File: config.mk
export PLATFORM = sky130hd
export DESIGN_NAME = fpalu_norm_round
export DESIGN_NICKNAME = d
export VERILOG_FILES = /design/src/rtl/fpalu_pkg.sv /design/src/rtl/fpalu_rne.sv /design/src/rtl/fpalu_norm_round.sv
export SDC_FILE = /design/constraint.sdc
export NUM_CORES = 1
export LEC_CHECK = 0
export ABC_AREA = 1
export CORE_ASPECT_RATIO = 1.2
export CORE_UTILIZATION = 45
export DETAILED_ROUTE_END_ITERATION = 10
export PLACE_DENSITY = 0.68
export REMOVE_ABC_BUFFERS = 1
export SYNTH_ARGS = -nofsm -noshare
export SYNTH_HDL_FRONTEND = slang
export SYNTH_SLANG_ARGS = --single-unit
File: constraint.sdc
create_clock -name clk -period 4.9 [get_ports clk]
set_input_delay 0.49 -clock clk [delete_from_list [all_inputs] [get_ports clk]]
set_output_delay 0.49 -clock clk [all_outputs]
set_load 0.02 [all_outputs]
File: src/rtl/fpalu_pkg.sv
// Shared constants and FSM encoding for the single-precision FP ALU datapath.
// The raw significand layout is [26] carry, [25] hidden, [24:2] fraction, [1] guard, [0] sticky.
package fpalu_pkg;

    localparam int EXP_W  = 8;
    localparam int FRAC_W = 23;
    localparam int SIG_W  = FRAC_W + 4;

    localparam int CARRY  = 26;
    localparam int HIDDEN = 25;
    localparam int GUARD  = 1;
    localparam int STICKY = 0;

    localparam logic [EXP_W-1:0] EXP_MAX = '1;

    typedef enum logic [2:0] {
        ST_IDLE  = 3'd0,
        ST_CHECK = 3'd1,
        ST_NORM  = 3'd2,
        ST_ROUND = 3'd3,
        ST_OUT   = 3'd4
    } state_t;

endpackage

File: src/rtl/fpalu_rne.sv
// Round-to-nearest-even increment on the raw significand.
// Produces hidden+fraction (sig_o) and the carry out of the increment.
module fpalu_rne
    import fpalu_pkg::*;
(
    input  logic [SIG_W-1:0]  sig_i,
    output logic [FRAC_W:0]   sig_o,
    output logic              carry_o
);

    logic          round_up;
    logic [FRAC_W+1:0] sum;

    // Ties go up only when the kept LSB is odd.
    assign round_up = sig_i[GUARD] & (sig_i[STICKY] | sig_i[GUARD+1]);
    assign sum      = sig_i[CARRY:GUARD+1] + {{(FRAC_W+1){1'b0}}, round_up};
    assign sig_o    = sum[FRAC_W:0];
    assign carry_o  = sum[FRAC_W+1];

endmodule

File: src/rtl/fpalu_norm_round.sv
// Post-add normalize-and-round stage: renormalizes the raw adder sum one bit
// per cycle, rounds RNE and packs a binary32 result with overflow/inexact/zero flags.
module fpalu_norm_round
    import fpalu_pkg::*;
(
    input  logic             clk,
    input  logic             rst,
    input  logic             in_valid,
    output logic             in_ready,
    input  logic             in_sign,
    input  logic [EXP_W-1:0] in_exp,
    input  logic [SIG_W-1:0] in_sig,
    output logic             out_valid,
    input  logic             out_ready,
    output logic [31:0]      out_result,
    output logic             out_overflow,
    output logic             out_inexact,
    output logic             out_zero,
    output state_t           dbg_state
);

    // Handshake: a transfer happens on a rising edge where valid and ready are both
    // high; out_valid and all outputs stay frozen until out_ready, and no new
    // input is taken until the cycle after the output transfer.

    state_t             state_q, state_d;
    logic               sign_q, sign_d;
    logic [EXP_W-1:0]   exp_q, exp_d;
    logic [SIG_W-1:0]   sig_q, sig_d;
    logic [31:0]        result_q, result_d;
    logic               ovf_q, ovf_d;
    logic               inx_q, inx_d;
    logic               zero_q, zero_d;

    logic [SIG_W-1:0]   renorm_sig, norm_sig;
    logic [EXP_W-1:0]   exp_inc, norm_exp, rnd_exp, rnd_field;
    logic [FRAC_W:0]    rnd_sig;
    logic               rnd_carry, rnd_hidden;
    logic [FRAC_W-1:0]  rnd_frac;

    assign renorm_sig = {1'b0, sig_q[CARRY:GUARD+1], sig_q[GUARD] | sig_q[STICKY]};
    assign exp_inc    = exp_q + EXP_W'(1);
    assign norm_sig   = {sig_q[SIG_W-2:0], 1'b0} | {{(SIG_W-1){1'b0}}, sig_q[STICKY]};
    assign norm_exp   = exp_q - EXP_W'(1);

    fpalu_rne u_rne (
        .sig_i   (sig_q),
        .sig_o   (rnd_sig),
        .carry_o (rnd_carry)
    );

    // A carry out of rounding means the significand became 10.000...; shift right once.
    assign rnd_exp    = exp_q + {{(EXP_W-1){1'b0}}, rnd_carry};
    assign rnd_hidden = rnd_carry | rnd_sig[FRAC_W];
    assign rnd_frac   = rnd_carry ? rnd_sig[FRAC_W:1] : rnd_sig[FRAC_W-1:0];
    assign rnd_field  = !rnd_hidden         ? '0 :
                        (rnd_exp == '0)     ? EXP_W'(1) : rnd_exp;

    always_ff @(posedge clk or posedge rst) begin
        if (rst) state_q <= ST_IDLE;
        else     state_q <= state_d;
    end

    always_comb begin
        state_d = state_q;
        unique case (state_q)
            ST_IDLE:  if (in_valid) state_d = ST_CHECK;
            ST_CHECK: begin
                if (exp_q == EXP_MAX || sig_q == '0)          state_d = ST_OUT;
                else if (sig_q[CARRY])                        state_d = (exp_inc == EXP_MAX) ? ST_OUT : ST_ROUND;
                else if (!sig_q[HIDDEN] && exp_q > EXP_W'(1)) state_d = ST_NORM;
                else                                          state_d = ST_ROUND;
            end
            ST_NORM:  if (norm_sig[HIDDEN] || norm_exp == EXP_W'(1)) state_d = ST_ROUND;
            ST_ROUND: state_d = ST_OUT;
            ST_OUT:   if (out_ready) state_d = ST_IDLE;
            default:  state_d = ST_IDLE;
        endcase
    end

    always_comb begin
        in_ready  = (state_q == ST_IDLE);
        out_valid = (state_q == ST_OUT);
        dbg_state = state_q;
    end

    always_comb begin
        sign_d   = sign_q;
        exp_d    = exp_q;
        sig_d    = sig_q;
        result_d = result_q;
        ovf_d    = ovf_q;
        inx_d    = inx_q;
        zero_d   = zero_q;
        unique case (state_q)
            ST_IDLE: if (in_valid) begin
                sign_d   = in_sign;
                exp_d    = in_exp;
                sig_d    = in_sig;
                result_d = '0;
                ovf_d    = 1'b0;
                inx_d    = 1'b0;
                zero_d   = 1'b0;
            end
            ST_CHECK: begin
                if (exp_q == EXP_MAX) begin
                    result_d = {sign_q, EXP_MAX, sig_q[HIDDEN-1:GUARD+1]};
                end else if (sig_q == '0) begin
                    zero_d = 1'b1;
                end else if (sig_q[CARRY]) begin
                    sig_d = renorm_sig;
                    exp_d = exp_inc;
                    if (exp_inc == EXP_MAX) begin
                        result_d = {sign_q, EXP_MAX, {FRAC_W{1'b0}}};
                        ovf_d    = 1'b1;
                        inx_d    = renorm_sig[GUARD] | renorm_sig[STICKY];
                    end
                end else if (exp_q == '0 && sig_q[HIDDEN]) begin
                    exp_d = EXP_W'(1);
                end
            end
            ST_NORM: begin
                sig_d = norm_sig;
                exp_d = norm_exp;
            end
            ST_ROUND: begin
                inx_d = sig_q[GUARD] | sig_q[STICKY];
                if (rnd_exp == EXP_MAX) begin
                    result_d = {sign_q, EXP_MAX, {FRAC_W{1'b0}}};
                    ovf_d    = 1'b1;
                end else begin
                    result_d = {sign_q, rnd_field, rnd_frac};
                end
            end
            default: ;
        endcase
    end

    always_ff @(posedge clk or posedge rst) begin
        if (rst) begin
            sign_q   <= 1'b0;
            exp_q    <= '0;
            sig_q    <= '0;
            result_q <= '0;
            ovf_q    <= 1'b0;
            inx_q    <= 1'b0;
            zero_q   <= 1'b0;
        end else begin
            sign_q   <= sign_d;
            exp_q    <= exp_d;
            sig_q    <= sig_d;
            result_q <= result_d;
            ovf_q    <= ovf_d;
            inx_q    <= inx_d;
            zero_q   <= zero_d;
        end
    end

    assign out_result   = result_q;
    assign out_overflow = ovf_q;
    assign out_inexact  = inx_q;
    assign out_zero     = zero_q;

endmodule

* After elaboration in Yosys (flattened, before gate mapping)
Index checks and enable logic that the tools add are counted.
Storage, ports and cells: bits of input ports 40, flip-flop bits (word level) 74, logic and storage cells 106, output and inout port bits 40
Operators by class: mux-type cells 44, magnitude comparators 1, $add $sub $neg 4, reductions and logical operators 21, equality and inequality tests 21, bitwise operators 6
Operators by type and width (number):
- two-way mux 32 bit | 5
- case mux 32 bit (3 select lines) | 1
- two-way mux 27 bit | 3
- case mux 27 bit (3 select lines) | 1
- two-way mux 8 bit | 7
- two-way mux 31 bit | 1
- zero test 27 bit | 1
- OR 27 x 1 -> 27 bit | 1
- two-way mux 26 bit | 1
- adder 25 x 1 -> 25 bit | 1
- equality test 8 bit (second input constant) | 3
- case mux 8 bit (3 select lines) | 1
- two-way mux 23 bit | 1
- two-way mux 3 bit | 6
- zero test 8 bit | 2
- != test 2 bit (second input constant) | 8
- case mux 3 bit (5 select lines) | 1
- AND reduction 5 bit | 3
- two-way mux 1 bit | 13
- != test 3 bit (second input constant) | 4
- adder 8 x 1 -> 8 bit | 1
- adder 8 x 1 -> 8 bit (second input constant) | 1
- equality test 8 x 1 -> 1 bit (second input constant) | 1
- greater-than comparator 8 x 1 -> 1 bit (second input constant) | 1
- other kinds (20) | 29

* Depth between registers and ports, before layout
Gate-level depths: netlist (run 1).
depth in word-level cells 9, gate-level depth with buffers 26, mapped depth without buffers 24

* Cells and area by module
A second synthesis (run 1) with hierarchy kept.
Unflattened totals: cells, all modules 873, area total of the unflattened synthesis 5685.5 µm²
By module, submodules not included:
- fpalu_norm_round | area an instance 4953.5 µm², seq. area each 1851.8 µm², cells each 744, instances 1
- fpalu_rne | area an instance 732.0 µm², seq. area each 0.0 µm², cells each 129, instances 1

* Worst setup path before layout (run 1)
Ideal clock, no wire load.
kind reg2reg, start point register sig_q[2], end point register result_q[13] (netlist: out_result[13]), data required time 4.777 ns, arrival 2.981 ns, buffers on the path 2, slack 1.797 ns, clock period less this slack 3.103 ns, cell stages (with the launch flop) 27, setup time 0.123 ns, cell sequence dfrtp_1 nand2_1 inv_1 ha_1 nand3_1 inv_1 nand2_1 inv_1 nand2_1 nand2_2 nand2_4 inv_4 buf_4 ha_1 ha_1 nand3_2 nor2_1 nand2_1 nand2_1 nand2_1 nor2_2 nand2_2 nand2_4 inv_2 buf_6 a31oi_1 nand2_1
On the way: cells in the longest elaborated chain, start to end 7, elaborated cells on any way between the ends 11, classes of those cells add/sub: 2; eq/ne: 2; mux: 3; bitwise: 2; reduce/logical: 2
Ends and longest elaborated chain:
- from (decl) | RTL line fpalu_norm_round.sv:29 | logic [SIG_W-1:0] sig_q, sig_d;
- from (signal assigned) | RTL line fpalu_norm_round.sv:151 | sig_q <= sig_d;
- OR 1 bit | RTL line fpalu_rne.sv:15 | assign round_up = sig_i[GUARD] & (sig_i[STICKY] | sig_i[GUARD+1]);
- AND 1 bit | RTL line fpalu_rne.sv:15
- adder 25 x 1 -> 25 bit | RTL line fpalu_rne.sv:16 | assign sum = sig_i[CARRY:GUARD+1] + {{(FRAC_W+1){1'b0}}, round_up};
- adder 8 x 1 -> 8 bit | RTL line fpalu_norm_round.sv:53 | assign rnd_exp = exp_q + {{(EXP_W-1){1'b0}}, rnd_carry};
- equality test 8 bit | RTL line fpalu_norm_round.sv:128 | if (rnd_exp == EXP_MAX) begin
- two-way mux 31 bit | RTL line fpalu_norm_round.sv:128
- case mux 32 bit (3 select lines) | RTL line fpalu_norm_round.sv:95 | unique case (state_q)
- to (signal assigned) | RTL line fpalu_norm_round.sv:152 | result_q <= result_d;
- to (decl) | RTL line fpalu_norm_round.sv:30 | logic [31:0] result_q, result_d;
Several ways; a longest one is shown, not always the timed one. A chain may end at the register's enable or synchronous reset.

* Worst setup path in the final report (run 1)
Ends and elaborated chain as after synthesis.

==> results of run 1 <==
routing by layer:
layer  track usage  share of wire
met2         0.501           0.51
met3        0.0436          0.038
met1         0.339           0.42
met4         0.113          0.030
met5             0              0
critical path: stages (launching register included):
cell,delay [ns]
dfrtp_1,0.43
nand2_1,0.12
inv_1,0.15
ha_1,0.23
nand3_1,0.14
inv_1,0.08
nand2_1,0.13
inv_1,0.13
nand2_1,0.07
nand2_2,0.08
nand2_4,0.18
inv_4,0.27
ha_1,0.24
ha_1,0.27
nand3_2,0.12
nor2_1,0.12
nand2_1,0.05
nand2_1,0.10
nand2_1,0.07
nor2_2,0.13
nand2_2,0.08
nand2_4,0.17
inv_2,0.15
a31oi_1,0.16
nand2_1,0.07
path summary, 6_finish.rpt:
check	from	end	slack [ns]	cells past startpoint
min reg2reg	out_result[26]	out_result[26]	0.48	2
min	out_result[26]	out_result[26]	0.48	2
max reg2reg	sig_q[2]	out_result[13]	1.01	24
max	sig_q[2]	out_result[13]	1.01	24
min in group asynchronous	rst	out_inexact	0.72	2
max in group asynchronous	rst	sig_q[19]	3.22	3
flip-flops by register name (all words and copies together) (netlist names):
name and cells:
out_result 32, sig_q 27, exp_q 8, dbg_state 3
out_inexact 1, out_overflow 1, out_zero 1, sign_q 1
through the flow:
step / setup WS (ns) / utilization
detailed placement: 1.03 / 0.534
CTS: 1.02 / 0.562
finish: 1.01 / 0.562
floorplan: 1.73 / -
global route: 0.611 / 0.562
global placement: 1.26 / 0.534
power groups by stage:
stage	Combinational [mW]	Sequential, mW	Clock, mW
final	2.67	1.19	0.731
after global routing	3.03	1.22	0.761
after CTS	2.69	1.18	0.737
after detailed placement	2.68	1.19	0
after global placement	2.64	1.18	0
after floorplan	1.75	1.19	0
final cells by class:
cell class / count / area [sq um] / share of cell area
inverter: 73 / 277 / 0.0424
clock inverter: 6 / 90.1 / 0.0138
timing repair buffer: 83 / 821 / 0.126
clock buffer: 10 / 229 / 0.0351
multi-input combinational: 628 / 3060 / 0.469
tap: 157 / 196 / 0.0301
sequential: 74 / 1850 / 0.284
cells by family (layout without fill, tap and decap cells):
group                      Yosys count  after routing  synth area share
buffers and inverters              106            172            0.0896
xor gates and xnor gates            20             20            0.0325
DFF                                 74             74             0.344
AOI/OAI and AO/OA                  104            104             0.118
and+or+nand+nor                    495            495             0.396
muxes                                1              1           0.00209
adders and majority gates            8              8            0.0186
placed cells by master (no fill, tap or decap), types with 2 or more instances in the layout:
| cell | instances |
|---|---|
| inv_1 | 62 |
| o21ai_1 | 15 |
| inv_2 | 8 |
| nand3_2 | 4 |
| a21oi_1 | 18 |
| nand2_1 | 285 |
| nor3_1 | 16 |
| nand3_1 | 62 |
| nand2_4 | 5 |
| dfrtp_1 | 74 |
| nand2_2 | 6 |
| o22ai_1 | 2 |
| a31oi_1 | 2 |
| nor3_2 | 2 |
| clkdlybuf4s50_1 | 79 |
| o211ai_1 | 11 |
| a221oi_1 | 4 |
| o221ai_1 | 15 |
| ha_1 | 8 |
| buf_4 | 4 |
| clkbuf_16 | 9 |
| nor2_2 | 7 |
| nor2_1 | 84 |
| clkinv_1 | 2 |
| nand4_1 | 22 |
| xor2_1 | 19 |
| bufinv_16 | 2 |
| o21ai_0 | 33 |
==> metrics.csv, run 1 <==
stage;metric;value;unit
sta;drv_slew;0;
drt;post-route-drc-count;0;
drt;drt-pass1-iter-count;5;
pwr;finalPower;4.59;mW
global_routing;grt_pass1_vias;5418;
floorplan;dieArea;0.0124;sq mm
logic_synthesis;synth_largest_area_cell;dfrtp_1;
logic_synthesis;synth_warnings;0;
clocking;clk_latency;0.35;ns
global_routing;grt_usage;0.282;
logic_synthesis;synthCells;808;
place;dpl.cell_count;1015;
pwr;p_int;2.18;mW
finish;final_cells;1031;
sta;slew_headroom;0.324;
setup_path;crit_type;reg2reg;
sta;fin_skew;0.00906;ns
pwr;pwr-share-seq;0.258;
finish;fin_area;0.00653;sq mm
clocking;ctsHoldBuffers;0;
global_routing;antenna_found_initial;0;
floorplan;die_x;102;um
floorplan;die_y;122;um
sta;worst_pin_slew;1.01;ns
sta;fmax;257;MHz
pwr;p_switching;2.41;mW
clocking;clk_path_buf_depth;2;
floorplan;start_util;0.464;
pwr;max-vdd-ir-drop;0.260;mV
drt;drt-total-wl;16.6;mm
floorplan;rows;43;
status;outcome;complete, no violations;
logic_synthesis;ys_ff_latch;74;
drt;drt-initial-drc-count;321;
floorplan;io_pins;80;
clocking;path_clk_slew;0.06;ns
pwr;power_density;703;mW/mm^2
logic_synthesis;ys.flop_type;dfrtp_1;
setup_path;worstPathRequired;5.13;ns
logic_synthesis;async_flop_share;1.00;
sta;fin_crit;3.89;ns
sta;fin_setup_tns;0;ns
clocking;cts_tree;done;
finish;diodes;0;
global_routing;grt-ovfl-total;0;
global_routing;grt_max_degree;47;
sta;fin_hold_ws;0.481;ns
pwr;p_sw_frac;0.524;
logic_synthesis;synth_edf_count;0;
logic_synthesis;synthesis.area;0.00539;sq mm
job;drv_cap;0;
logic_synthesis;yosysMostFrequentCell;nand2_1;
place;port_buffers;79;
place;placedInstanceArea;0.00621;sq mm
setup_path;cp.arrival;4.11;ns
sta;rsz0062_at_grt;false;
pwr;pwr-share-clk;0.159;
clocking;cts_setup_buffers;0;
sta;finalSetupViolCount;0;
logic_synthesis;netlist_top_cells_area;dfrtp_1, nand2_1, nor2_1;
setup_path;worst_setup_path_end_kind;flip-flop;
sta;final_hold_viol_count;0;
global_routing;grt_pass1_wl;27.0;mm
drt;vias;5585;
clocking;clockRootBuffer;clkbuf_16;
finish;fillerInstances;1167;
worst_hold_path;hold_class;reg2reg;
setup_path;start_kind;flip-flop;
finish;areaGrowthSynthToFinish;21.1;%
place;gp_congestion;0.937;
pwr;leakagePower;3.05;nW
drt;via_per_inst;5.42;
drt;postRouteAntennaNets;0;
clocking;cts-buffers-inserted;9;
finish;fin_nets;917;
logic_synthesis;synth_commonest_cells;nand2_1, nor2_1, dfrtp_1;
finish;drive_gt1_frac;0.0652;
logic_synthesis;synth_cell_types;36;
clocking;cts_resized;0;
logic_synthesis;yosysTopAreaCellShare;0.344;
clocking;clkSinkCount;74;
pwr;share_comb_of_total_power;0.582;
logic_synthesis;syn_avg_cell_area;6.67;sq um
sta;finalCritPeriodShare;0.793;
drt;routedWlPerCell;16.1;um
logic_synthesis;ys_seq_area_frac;0.344;
setup_path;cp_max_fo;25;
place;hpwl;12.2;mm
clocking;h-tree-depth;3;
floorplan;core;0.0116;sq mm
Note: power is estimated with default switching activity, not from simulation.
==> run 2, diff against run 1 <==
==> constraint.sdc (replaced) <==
create_clock -name clk -period 3.95 [get_ports clk]
set_input_delay 0.395 -clock clk [delete_from_list [all_inputs] [get_ports clk]]
set_output_delay 0.395 -clock clk [all_outputs]
set_load 0.02 [all_outputs]
==> run 2 against run 1 <==
Wire length is 0.12% lower. Clock-buffer cell count is 1 higher. First-iteration DRC count up 14%. Via count increased by 0.56%. Critical path type unchanged.
==> metrics.csv, run 2 (synthesized netlist as in run 1, its figures left out) <==
stage;metric;value;unit
sta;fmax;277;MHz
clocking;clk_latency;0.34;ns
sta;slew_headroom;0.593;
worst_hold_path;hold_class;in2async;
clocking;cts_setup_buffers;0;
setup_path;crit_buf_inv;5;
setup_path;crit_top_cell;nand2_1;
pwr;max-vdd-ir-drop;0.343;mV
drt;postRouteAntennaNets;0;
floorplan;dieArea;0.0124;sq mm
setup_path;cp_max_fo;25;
clocking;path_clk_slew;0.06;ns
clocking;ctsHoldBuffers;0;
pwr;pwr-share-clk;0.150;
place;placedInstanceArea;0.00624;sq mm
floorplan;core;0.0116;sq mm
status;outcome;complete, no violations;
drt;drt-initial-drc-count;367;
setup_path;crit_slowest_cell;dfrtp_1;
finish;final_util;0.564;
clocking;clkSinkCount;74;
setup_path;start_kind;flip-flop;
setup_path;worst_r2r_path_depth;24;
sta;finalSetupViolCount;0;
global_routing;grt_pass1_vias;5424;
setup_path;critical_path.cell_chain;nand2_1, inv_1, ha_1, nand3_1, inv_1, nand2_1, inv_1, nand2_1, nand2_2, nand2_8, inv_4, ha_1, ha_2, nand3_2, nor2_1, nand2_1, nand2_1, nand2_1, nor2_2, nand2_2, nand2_4, inv_2, a31oi_1, nand2_1;
setup_path;worstSetupStartpoint;sig_q[2];
pwr;pwr-share-seq;0.259;
setup_path;cp.arrival;3.83;ns
finish;fin_nets;921;
global_routing;grt_pass1_wl;27.2;mm
drt;drt-total-wl;16.6;mm
floorplan;io_pins;80;
drt;routedWlPerCell;16.0;um
drt;drt-pass1-iter-count;7;
pwr;p_sw_frac;0.527;
finish;largest_reg_flops;32;
clocking;h-tree-depth;3;
setup_path;worst_setup_path_end_kind;flip-flop;
floorplan;rows;43;
finish;layout_commonest_cell;nand2_1;
floorplan;die_x;102;um
place;hpwl;12.0;mm
global_routing;antenna_found_initial;0;
finish;fin_area;0.00655;sq mm
setup_path;critical_path_cell_count;24;
setup_path;r2r-start;sig_q[2];
clocking;clockRootBuffer;clkbuf_16;
setup_path;ff2ff_setup_slack;0.34;ns
finish;areaGrowthSynthToFinish;21.6;%
clocking;clk_path_buf_depth;2;
drt;via_per_inst;5.43;
sta;fin_skew;0.00847;ns
global_routing;grt_usage;0.284;
pwr;leakagePower;3.05;nW
floorplan;start_util;0.464;
setup_path;crit_family;simple AND/OR/NAND/NOR gates;
place;gp_congestion;0.929;
sta;finalCritPeriodShare;0.914;
job;drv_cap;0;
drt;post-route-drc-count;0;
sta;final_hold_viol_count;0;
pwr;share_comb_of_total_power;0.591;
place;port_buffers;79;
setup_path;endpoint;out_result[13];
setup_path;worstPathRequired;4.17;ns
finish;drive_gt1_frac;0.0706;
global_routing;grt_max_degree;51;
sta;drv_slew;0;
drt;vias;5616;
floorplan;die_y;122;um
setup_path;slowest_delay;0.44;ns
pwr;power_density;865;mW/mm^2
pwr;p_switching;2.99;mW
pwr;finalPower;5.67;mW
setup_path;crit_type;reg2reg;
global_routing;grt-ovfl-total;0;
finish;diodes;0;
clocking;cts_tree;done;
finish;final_cell_mix;nand2_1, nor2_1, clkdlybuf4s50_1;
setup_path;worst_r2r_endpoint;out_result[13];
clocking;cts-buffers-inserted;9;
pwr;p_int;2.68;mW
sta;fin_crit;3.61;ns
sta;worst_pin_slew;0.608;ns
[run 2: changes by cell type in the layout (fill, tap and decap cells not counted)]
cell        before  now
nand2_4          5    4
bufinv_16        2    1
ha_2             0    1
buf_4            4    8
ha_1             8    7
clkinvlp_4       1    2
clkinv_2         1    0
clkbuf_8         0    1
nand2_8          0    1
[run 2: cell type report]
type / count / area, sq um
sequential: 74 / 1850
clock inverter: 5 / 62.6
tap: 157 / 196
inverter: 73 / 277
clock buffer: 11 / 243
timing repair buffer: 87 / 851
multi-input combinational: 628 / 3070
fill: 1179 / 5070
[run 2: how the worst min path moves through the flow]
stage | endpoint | slack, ns | from
after floorplan | out_result[31] | 0.48 | sign_q
after global routing | out_result[23] | 0.49 | out_result[23]
after detailed placement | out_result[31] | 0.47 | out_result[31]
after CTS | out_result[2] | 0.48 | rst
after global placement | out_result[4] | 0.46 | out_result[4]
final | out_result[1] | 0.47 | rst
[run 2: what timing repair did]
action	CTS	global route
endpoints found under the hold margin	0	0
resized for setup	0	2
setup endpoints to repair	0	12
[run 2: through the flow]
stage / setup TNS, ns / worst slack [ns] / hold WS [ns] / std cells
floorplan: 0 / 0.784 / 0.479 / 775
global placement: 0 / 0.537 / 0.465 / 1019
CTS: 0 / 0.339 / 0.482 / 1035
finish: 0 / 0.341 / 0.465 / 1035
detailed placement: 0 / 0.373 / 0.467 / 1019
global route: -0.00166 / -0.00166 / 0.494 / 1035
[run 2: metal layers]
layer	wire length, um	part of all wire	global-route usage	up-vias
li1	-	-	-	2778
met1	6670	0.40	0.346	2607
met2	8390	0.51	0.489	195
met3	943	0.057	0.0436	36
met4	544	0.033	0.134	0
met5	0	0	0	-
[run 2: power by group through the flow]
stage / logic [mW] / clock network, mW / registers (mW)
after floorplan: 2.17 / 0 / 1.48
final: 3.35 / 0.849 / 1.47
after global routing: 3.77 / 0.900 / 1.51
after CTS: 3.34 / 0.867 / 1.46
after detailed placement: 3.32 / 0 / 1.47
after global placement: 3.27 / 0 / 1.47
==> run 3, diff against run 2 <==
--- a/config.mk
+++ b/config.mk
@@ -9,8 +9,9 @@
 export CORE_ASPECT_RATIO = 1.2
 export CORE_UTILIZATION = 45
 export DETAILED_ROUTE_END_ITERATION = 10
-export PLACE_DENSITY = 0.68
+export PLACE_DENSITY = 0.76
 export REMOVE_ABC_BUFFERS = 1
+export SLEW_MARGIN = 5
 export SYNTH_ARGS = -nofsm -noshare
 export SYNTH_HDL_FRONTEND = slang
 export SYNTH_SLANG_ARGS = --single-unit
==> run 3 against run 2 <==
Clock power up 5.9%. Core utilization rose by 0.075 points. Fmax rose by 2.3%. Register-to-register slack better by 0.08 ns.
==> metrics.csv, run 3 (synthesized netlist as in run 1, its figures left out) <==
stage;metric;value;unit
pwr;leakagePower;3.06;nW
drt;routedWlPerCell;15.3;um
finish;layout_commonest_cell;nand2_1;
setup_path;crit_top_cell;nand2_1;
clocking;cts-buffers-inserted;9;
sta;slew_headroom;0.300;
sta;fin_skew;0.00719;ns
floorplan;die_y;122;um
floorplan;core;0.0116;sq mm
global_routing;grt_usage;0.274;
job;drv_cap;0;
floorplan;dieArea;0.0124;sq mm
drt;postRouteAntennaNets;0;
setup_path;cp.arrival;3.75;ns
global_routing;grt-ovfl-total;0;
pwr;max-vdd-ir-drop;0.394;mV
floorplan;die_x;102;um
worst_hold_path;hold_class;reg2reg;
global_routing;grt_pass1_wl;26.2;mm
drt;drt-pass1-iter-count;5;
place;place_ws;0.410;ns
sta;fin_crit;3.53;ns
setup_path;worst_setup_path_end_kind;flip-flop;
finish;largest_reg_flops;32;
clocking;clk_latency;0.34;ns
setup_path;crit_family;simple AND/OR/NAND/NOR gates;
setup_path;crit_slowest_cell;dfrtp_2;
sta;setup_ws;0.422;ns
setup_path;crit_buf_inv;5;
clocking;path_clk_slew;0.06;ns
clocking;cts_tree;done;
place;port_buffers;79;
place;gp_congestion;0.938;
sta;final_hold_viol_count;0;
setup_path;critical_path.cell_chain;nand2_1, inv_1, ha_1, nand3_1, inv_1, nand2_1, inv_1, nand2_1, nand2_2, nand2_8, inv_4, ha_1, ha_2, nand3_2, nor2_1, nand2_1, nand2_1, nand2_1, nor2_2, nand2_2, nand2_4, inv_2, a31oi_1, nand2_1;
sta;fin_setup_tns;0;ns
clocking;h-tree-depth;3;
sta;worst_pin_slew;1.05;ns
finish;diodes;0;
sta;fmax;283;MHz
sta;rsz0062_at_grt;false;
clocking;clockRootBuffer;clkbuf_16;
finish;fillerInstances;1117;
drt;vias;5636;
drt;drt-initial-drc-count;384;
floorplan;io_pins;80;
finish;final_cell_mix;nand2_1, nor2_1, clkdlybuf4s50_1;
status;outcome;complete, no violations;
floorplan;start_util;0.464;
global_routing;grt_pass1_vias;5394;
global_routing;antenna_found_initial;0;
floorplan;rows;43;
setup_path;worstPathRequired;4.17;ns
setup_path;cp_max_fo;25;
sta;finalCritPeriodShare;0.893;
finish;drive_gt1_frac;0.0707;
sta;finalSetupViolCount;0;
pwr;power_density;868;mW/mm^2
place;hpwl;11.4;mm
global_routing;grt_max_degree;51;
setup_path;crit_type;reg2reg;
finish;areaGrowthSynthToFinish;21.8;%
clocking;ctsHoldBuffers;0;
finish;fin_nets;920;
clocking;clk_path_buf_depth;2;
setup_path;start_kind;flip-flop;
drt;via_per_inst;5.45;
drt;drt-total-wl;15.8;mm
clocking;clkSinkCount;74;
drt;post-route-drc-count;0;
sta;drv_slew;0;
setup_path;slowest_delay;0.41;ns
[run 3: where the power goes]
group | leakage, nW | internal [mW] | total (mW) | switching, mW
clock | 0.156 | 0.569 | 0.899 | 0.331
combinational | 1.95 | 1.10 | 3.33 | 2.23
sequential | 0.952 | 1.07 | 1.46 | 0.389
[run 3: final cells by class]
class                      instances  area [sq um]  area share
multi-input combinational        628          3070       0.468
sequential                        74          1850       0.282
timing repair buffer              86           843       0.129
inverter                          73           277      0.0421
clock buffer                      11           243      0.0370
tap                              157           196      0.0299
clock inverter                     5          77.6      0.0118
[run 3: worst paths after layout]
path	start	end	slack (ns)	cells past startpoint
worst min-delay path	out_result[27]	out_result[27]	0.48	2
min in group asynchronous	rst	out_result[23]	0.64	2
worst max-delay path	sig_q[2]	out_result[13]	0.42	24
max in group asynchronous	rst	out_result[12]	2.37	3
worst min register to register	out_result[27]	out_result[27]	0.48	2
worst max register to register	sig_q[2]	out_result[13]	0.42	24
[run 3: through the flow]
step | cell area [sq um] | power, mW | utilization | hold WS [ns] | instances
2_1_floorplan | 5180 | 3.66 | - | 0.479 | 775
3_3_place_gp | 6230 | 4.72 | 0.536 | 0.463 | 1018
3_5_place_dp | 6230 | 4.75 | 0.536 | 0.465 | 1018
4_1_cts | 6550 | 5.67 | 0.564 | 0.481 | 1034
5_1_grt | 6560 | 6.21 | 0.565 | 0.504 | 1034
6_report | 6560 | 5.69 | 0.565 | 0.480 | 1034
[run 3: repair_timing]
| item | CTS | global route |
|---|---|---|
| endpoints found under the hold margin | 0 | 0 |
| gates resized for setup | 0 | 3 |
| buffers inserted | 0 | 0 |
| endpoints found under the setup margin | 0 | 14 |
[run 3: routing by layer]
metal / vias up / part of all wire / track usage
met1: 2599 / 0.41 / 0.335
met3: 43 / 0.068 / 0.0430
met2: 230 / 0.49 / 0.465
met5: - / 0 / 0
li1: 2764 / - / -
met4: 0 / 0.032 / 0.135
[run 3: worst reg2reg max path, cell delays in order, from the launching register on]
cell and delay (ns):
dfrtp_2 0.41, nand2_1 0.10, inv_1 0.14, ha_1 0.22, nand3_1 0.15, inv_1 0.09
nand2_1 0.14, inv_1 0.13, nand2_1 0.07, nand2_2 0.11, nand2_8 0.14, inv_4 0.08
ha_1 0.18, ha_2 0.23, nand3_2 0.11, nor2_1 0.12, nand2_1 0.06, nand2_1 0.11
nand2_1 0.07, nor2_2 0.12, nand2_2 0.08, nand2_4 0.16, inv_2 0.15, a31oi_1 0.17
nand2_1 0.07
